===== config.mk =====
export PLATFORM = sky130hd
export DESIGN_NAME = rx_acq_sequencer
export DESIGN_NICKNAME = d
export VERILOG_FILES = /design/src/rtl/rx_acq_sequencer.sv
export SDC_FILE = /design/constraint.sdc
export NUM_CORES = 1
export LEC_CHECK = 0
export ABC_AREA = 1
export BUFFER_PORTS_ARGS = -buffer_cell sky130_fd_sc_hd__buf_2
export CORE_UTILIZATION = 60
export DETAILED_ROUTE_END_ITERATION = 10
export GPL_ROUTABILITY_DRIVEN = 0
export GPL_TIMING_DRIVEN = 0
export PLACE_DENSITY_LB_ADDON = 0.25
export SLEW_MARGIN = 20
export SYNTH_ARGS = -nofsm -noshare
export SYNTH_HDL_FRONTEND = slang
export SYNTH_SLANG_ARGS = --single-unit

===== constraint.sdc =====
create_clock -name clk -period 11.9 [get_ports clk]
set_input_delay 1.19 -clock clk [delete_from_list [all_inputs] [get_ports clk]]
set_output_delay 1.19 -clock clk [all_outputs]
set_load 0.005 [all_outputs]

===== src/rtl/rx_acq_sequencer.sv =====
// HFSWR receive sweep sequencer: per trig, skip a range-gate delay, capture a
// fixed window of I/Q samples into a FWFT FIFO and stream it out ready/valid.
module rx_acq_sequencer #(
    parameter int unsigned FIFO_AW = 4,
    parameter int unsigned CNT_W   = 16
) (
    input  logic             clk,
    input  logic             rst,
    input  logic             start,
    input  logic             stop,
    input  logic             trig,
    input  logic [CNT_W-1:0] cfg_delay,
    input  logic [CNT_W-1:0] cfg_len,
    input  logic [CNT_W-1:0] cfg_sweeps,
    input  logic [31:0]      cfg_phase,
    input  logic             s_valid,
    input  logic [31:0]      s_data,
    output logic             m_valid,
    input  logic             m_ready,
    output logic [31:0]      m_data,
    output logic             m_last,
    output logic [31:0]      phase_o,
    output logic             busy,
    output logic             done,
    output logic [CNT_W-1:0] sweep_cnt,
    output logic             overflow,
    output logic             trig_miss
);

    localparam int unsigned DEPTH = 1 << FIFO_AW;
    localparam int unsigned PW    = FIFO_AW + 1;

    typedef enum logic [2:0] {IDLE, ARMED, DELAY, CAPTURE, DRAIN} state_t;

    state_t           state, state_n;
    logic [CNT_W-1:0] delay_q, len_q, sweeps_q;
    logic [CNT_W-1:0] cnt, cnt_n, sweep_n;
    logic             ovf_n, miss_n, done_n;
    logic             wr_req, wr_last, latch, flush;
    logic             rd, wr_en, full, empty;
    logic [PW-1:0]    wptr, rptr, wptr_n, rptr_n;
    logic [32:0]      mem [DEPTH];
    logic [32:0]      head_n;

    // Extra pointer bit distinguishes full from empty
    assign empty = (wptr == rptr);
    assign full  = (wptr[FIFO_AW] != rptr[FIFO_AW]) &&
                   (wptr[FIFO_AW-1:0] == rptr[FIFO_AW-1:0]);
    assign rd    = m_valid && m_ready;

    always_ff @(posedge clk or posedge rst) begin
        if (rst) state <= IDLE;
        else     state <= state_n;
    end

    always_comb begin
        state_n = state;
        cnt_n   = cnt;
        sweep_n = sweep_cnt;
        ovf_n   = overflow;
        miss_n  = trig_miss;
        done_n  = 1'b0;
        wr_req  = 1'b0;
        wr_last = 1'b0;
        latch   = 1'b0;
        flush   = 1'b0;
        case (state)
            IDLE: begin
                if (start && (cfg_len != '0) && (cfg_sweeps != '0)) begin
                    latch   = 1'b1;
                    sweep_n = '0;
                    ovf_n   = 1'b0;
                    miss_n  = 1'b0;
                    state_n = ARMED;
                end
            end
            ARMED: begin
                if (trig) begin
                    cnt_n   = '0;
                    state_n = (delay_q == '0) ? CAPTURE : DELAY;
                end
            end
            DELAY: begin
                if (trig) miss_n = 1'b1;
                // The delay-th valid sample is consumed by the transition itself
                if (s_valid) begin
                    if (cnt == delay_q - CNT_W'(1)) begin
                        cnt_n   = '0;
                        state_n = CAPTURE;
                    end else begin
                        cnt_n = cnt + CNT_W'(1);
                    end
                end
            end
            CAPTURE: begin
                if (trig) miss_n = 1'b1;
                if (s_valid) begin
                    wr_req  = 1'b1;
                    wr_last = (cnt == len_q - CNT_W'(1));
                    if (wr_last) begin
                        cnt_n   = '0;
                        sweep_n = sweep_cnt + CNT_W'(1);
                        state_n = (sweep_n == sweeps_q) ? DRAIN : ARMED;
                    end else begin
                        cnt_n = cnt + CNT_W'(1);
                    end
                end
            end
            DRAIN: begin
                if (empty) begin
                    done_n  = 1'b1;
                    state_n = IDLE;
                end
            end
            default: state_n = IDLE;
        endcase
        // Window counter keeps running even when the sample is dropped
        if (wr_req && full && !rd) ovf_n = 1'b1;
        if (stop) begin
            state_n = IDLE;
            cnt_n   = '0;
            sweep_n = sweep_cnt;
            ovf_n   = overflow;
            miss_n  = trig_miss;
            done_n  = 1'b0;
            wr_req  = 1'b0;
            latch   = 1'b0;
            flush   = 1'b1;
        end
    end

    // FIFO pointer update and head prefetch (bypass when writing into the head slot)
    always_comb begin
        wr_en  = wr_req && (!full || rd);
        wptr_n = flush ? '0 : wptr + PW'(wr_en);
        rptr_n = flush ? '0 : rptr + PW'(rd);
        head_n = (wr_en && (wptr == rptr_n)) ? {wr_last, s_data}
                                             : mem[rptr_n[FIFO_AW-1:0]];
    end

    always_ff @(posedge clk) begin
        if (wr_en) mem[wptr[FIFO_AW-1:0]] <= {wr_last, s_data};
    end

    always_ff @(posedge clk or posedge rst) begin
        if (rst) begin
            delay_q   <= '0;
            len_q     <= '0;
            sweeps_q  <= '0;
            phase_o   <= '0;
            cnt       <= '0;
            sweep_cnt <= '0;
            overflow  <= 1'b0;
            trig_miss <= 1'b0;
            done      <= 1'b0;
            busy      <= 1'b0;
            wptr      <= '0;
            rptr      <= '0;
            m_valid   <= 1'b0;
            m_data    <= '0;
            m_last    <= 1'b0;
        end else begin
            if (latch) begin
                delay_q  <= cfg_delay;
                len_q    <= cfg_len;
                sweeps_q <= cfg_sweeps;
                phase_o  <= cfg_phase;
            end
            cnt       <= cnt_n;
            sweep_cnt <= sweep_n;
            overflow  <= ovf_n;
            trig_miss <= miss_n;
            done      <= done_n;
            busy      <= (state_n != IDLE);
            wptr      <= wptr_n;
            rptr      <= rptr_n;
            m_valid   <= (wptr_n != rptr_n);
            if (wptr_n != rptr_n) begin
                m_data <= head_n[31:0];
                m_last <= head_n[32];
            end
        end
    end

endmodule

==> flow_summary.json <==
{
  "power_density_nw_per_um2": 165,
  "fmax_mhz": 260,
  "reg2reg_depth": 19,
  "clockBufferDepth": 3,
  "hold_viol": 0,
  "clk_pin_slew_worst_paths_ns": 0.06,
  "end_kind": "flip-flop",
  "root_buffer": "clkbuf_16",
  "fin_crit_sh": 0.324,
  "power.total_mw": 5.72,
  "grt_util_all_layers": 0.347,
  "start_util": 0.610,
  "final_nets": 3246,
  "grt_pass1_vias": 23000,
  "clockPowerShare": 0.393,
  "wl_um": 87800,
  "setup_tns_ns": 0,
  "htree_num_levels": 3,
  "holdBufCountCts": 0,
  "vias": 24000,
  "rr_startpoint": "state[2]",
  "area_delta_synth_final_pct": 16.2,
  "drc": 0,
  "synth_area_per_cell_um2": 10.6,
  "setup.worst_path.start": "state[2]",
  "crit_fanout": 10,
  "die_area_um2": 50800,
  "cts_resized": 0,
  "dp_hpwl_um": 58300,
  "vias_per_cell": 6.23,
  "reg2reg_slack_ns": 8.05,
  "r2r-end": "m_data[17]",
  "synth_cell_type_count": 48,
  "cp_data_required_time_ns": 12.36,
  "synth_seq_cells": 691,
  "crit_path_end": "m_data[17]",
  "dr.pass1.iters": 6,
  "die_w_um": 225,
  "drive_gt1_frac": 0.147,
  "cts_setup_buffers": 0,
  "synthCells": 2819,
  "wl_per_cell_um": 22.9,
  "drtIter0Drc": 3303,
  "ant_nets": 0,
  "layout_common_cells": "edfxtp_1, nand2_1, nor2_1, o21ai_0, buf_2",
  "status": "finished clean",
  "syn_nets": 2946,
  "grt_pass1_wl_um": 131000,
  "fin_cells": 3842,
  "synth-compound-area-share": 0.117,
  "synth-simple-area-share": 0.155,
  "p_sw_frac": 0.252,
  "ys_seq_area_frac": 0.666,
  "clock_sinks": 691,
  "fp.dieH_um": 225,
  "synth-edff-count": 528,
  "finClkSkew_ns": 0.0316,
  "dp_cells": 3709,
  "rsz0062_at_grt": "false",
  "portBuffers": 204,
  "mostFrequentLayoutCell": "edfxtp_1",
  "synth_top_family_by_area": "simple AND/OR/NAND/NOR gates",
  "finalMaxSlewViolations": 0,
  "maxCapViolations": 0,
  "syn-cell-area_um2": 29900,
  "yosys.area_share.xor_xnor": 0.0135,
  "clk_latency_ns": 0.63,
  "switchingPower_mw": 1.44,
  "grt_max_degree": 100,
  "max_slew_margin": 0.270,
  "comb_power_share": 0.111,
  "rows": 81,
  "async_flop_share": 0.236,
  "gr-total-overflow": 0,
  "synth_adder_area_share": 0.00334,
  "antenna_found_initial": 2,
  "synth-main-ff-cell": "edfxtp_1",
  "core-area_um2": 49100,
  "min_period_ns": 3.85,
  "worstPathArrival_ns": 4.31,
  "final_core_util": 0.709,
  "setup_viol": 0,
  "ys_warn_count": 0,
  "cts_tree": "built",
  "internal_power_mw": 4.28,
  "vdd.ir_drop.worst_uv": 134,
  "critPathKind": "flip-flop to flip-flop",
  "tightest_slew_ns": 1.09,
  "numCtsBuffers": 72,
  "synthMuxAreaShare": 0,
  "p_leak_nw": 13.6,
  "start_kind": "flip-flop",
  "p_seq_frac": 0.496,
  "ioPinCount": 205,
  "min_path_type": "flip-flop to flip-flop"
}
metal layers:
layer | wire, µm | track usage | vias to the layer above
li1 | - | - | 10400
met1 | 31800 | 0.441 | 11400
met2 | 41000 | 0.555 | 1701
met3 | 9810 | 0.0760 | 367
met4 | 5180 | 0.191 | 2
met5 | 13 | 0 | -
cell usage after synthesis, types with 2 or more instances:
cell,instances,area [µm²]
dfrtp_1,163,4080
buf_2,54,270
buf_6,9,101
o22ai_1,133,832
xor2_1,35,307
xnor2_1,11,96.3
nor4_1,9,56.3
nand3_1,91,455
nand2_2,5,31.3
nand3_2,7,70.1
edfxtp_1,528,15900
nand2_4,2,22.5
nor2_1,424,1590
a21oi_1,8,40.0
clkbuf_2,2,10.0
nand4_1,14,87.6
inv_2,8,30.0
inv_1,163,612
buf_4,3,22.5
o21ai_1,76,380
nor2_2,17,106
nand2_1,517,1940
ha_1,8,100
o21ai_0,371,1860
nand3b_1,9,67.6
o221ai_1,33,289
o21bai_1,4,30.0
nor3_1,13,65.1
clkbuf_1,80,300
nor2_4,3,33.8
and2_1,2,12.5
critical path, stage by stage, from the launching register on:
cell      delay, ns
dfrtp_1        0.41
inv_1          0.10
nand2_1        0.07
nor2_1         0.25
nand2_1        0.18
nor2_1         0.12
nand2_1        0.10
inv_1          0.16
ha_1           0.20
ha_1           0.17
inv_1          0.07
o21ai_0        0.18
nand2_1        0.07
nor2_1         0.17
o221ai_1       0.13
nor2_1         0.12
nand2_1        0.14
inv_1          0.15
clkbuf_1       0.72
o21ai_1        0.18
final cells by class:
| cell class | count | area [µm²] |
|---|---|---|
| antenna | 2 | 5.00 |
| buffer | 149 | 708 |
| clock buffer | 94 | 1970 |
| clock inverter | 37 | 380 |
| fill | 3433 | 14300 |
| inverter | 172 | 653 |
| multi-input combinational | 1807 | 8760 |
| sequential | 691 | 19900 |
| tap | 664 | 831 |
| timing repair buffer | 226 | 1530 |
per-stage QoR:
| step | setup slack, ns | cell area (µm²) | hold WS [ns] |
|---|---|---|---|
| CTS | 8.16 | 34800 | 0.471 |
| floorplan | 6.31 | 29900 | 0.455 |
| global placement | 4.29 | 31800 | 0.448 |
| detailed placement | 7.64 | 32400 | 0.458 |
| global route | 7.79 | 34800 | 0.493 |
| finish | 8.05 | 34800 | 0.468 |
worst min-delay path by stage:
stage / start / to / slack (ns) / depth (start not counted)
6_report: phase_o[8] / phase_o[8] / 0.47 / 2
3_5_place_dp: phase_o[28] / phase_o[28] / 0.46 / 2
4_1_cts: phase_o[31] / phase_o[31] / 0.47 / 2
5_1_grt: phase_o[27] / phase_o[27] / 0.49 / 2
2_1_floorplan: sweeps_q[9] / sweeps_q[9] / 0.46 / 2
3_3_place_gp: phase_o[0] / phase_o[0] / 0.45 / 2
flip-flops by register name, indices dropped and copies added, names as in the netlist, 3 cells and up:
register / count
len_q: 16
wptr: 5
rptr: 5
sweeps_q: 16
delay_q: 16
sweep_cnt: 16
state: 3
m_data: 32
phase_o: 32
mem: 528
cnt: 16
power groups by stage:
stage	clock, mW	sequential, mW	combinational, mW
after floorplan	0	2.88	0.366
after global placement	0	2.88	0.598
after detailed placement	0	2.88	0.626
after CTS	2.25	2.84	0.630
after global routing	2.33	2.85	0.716
final	2.25	2.84	0.635
cell families (layout without fill, tap and decap cells):
logic type | Yosys count | after routing
simple gates | 1122 | 1122
flops | 691 | 691
compound gates | 631 | 631
buf+inv | 321 | 678
xor+xnor | 46 | 46
fa+ha+maj | 8 | 8
other cells | 0 | 2
Power figures use the tool's default switching activity.
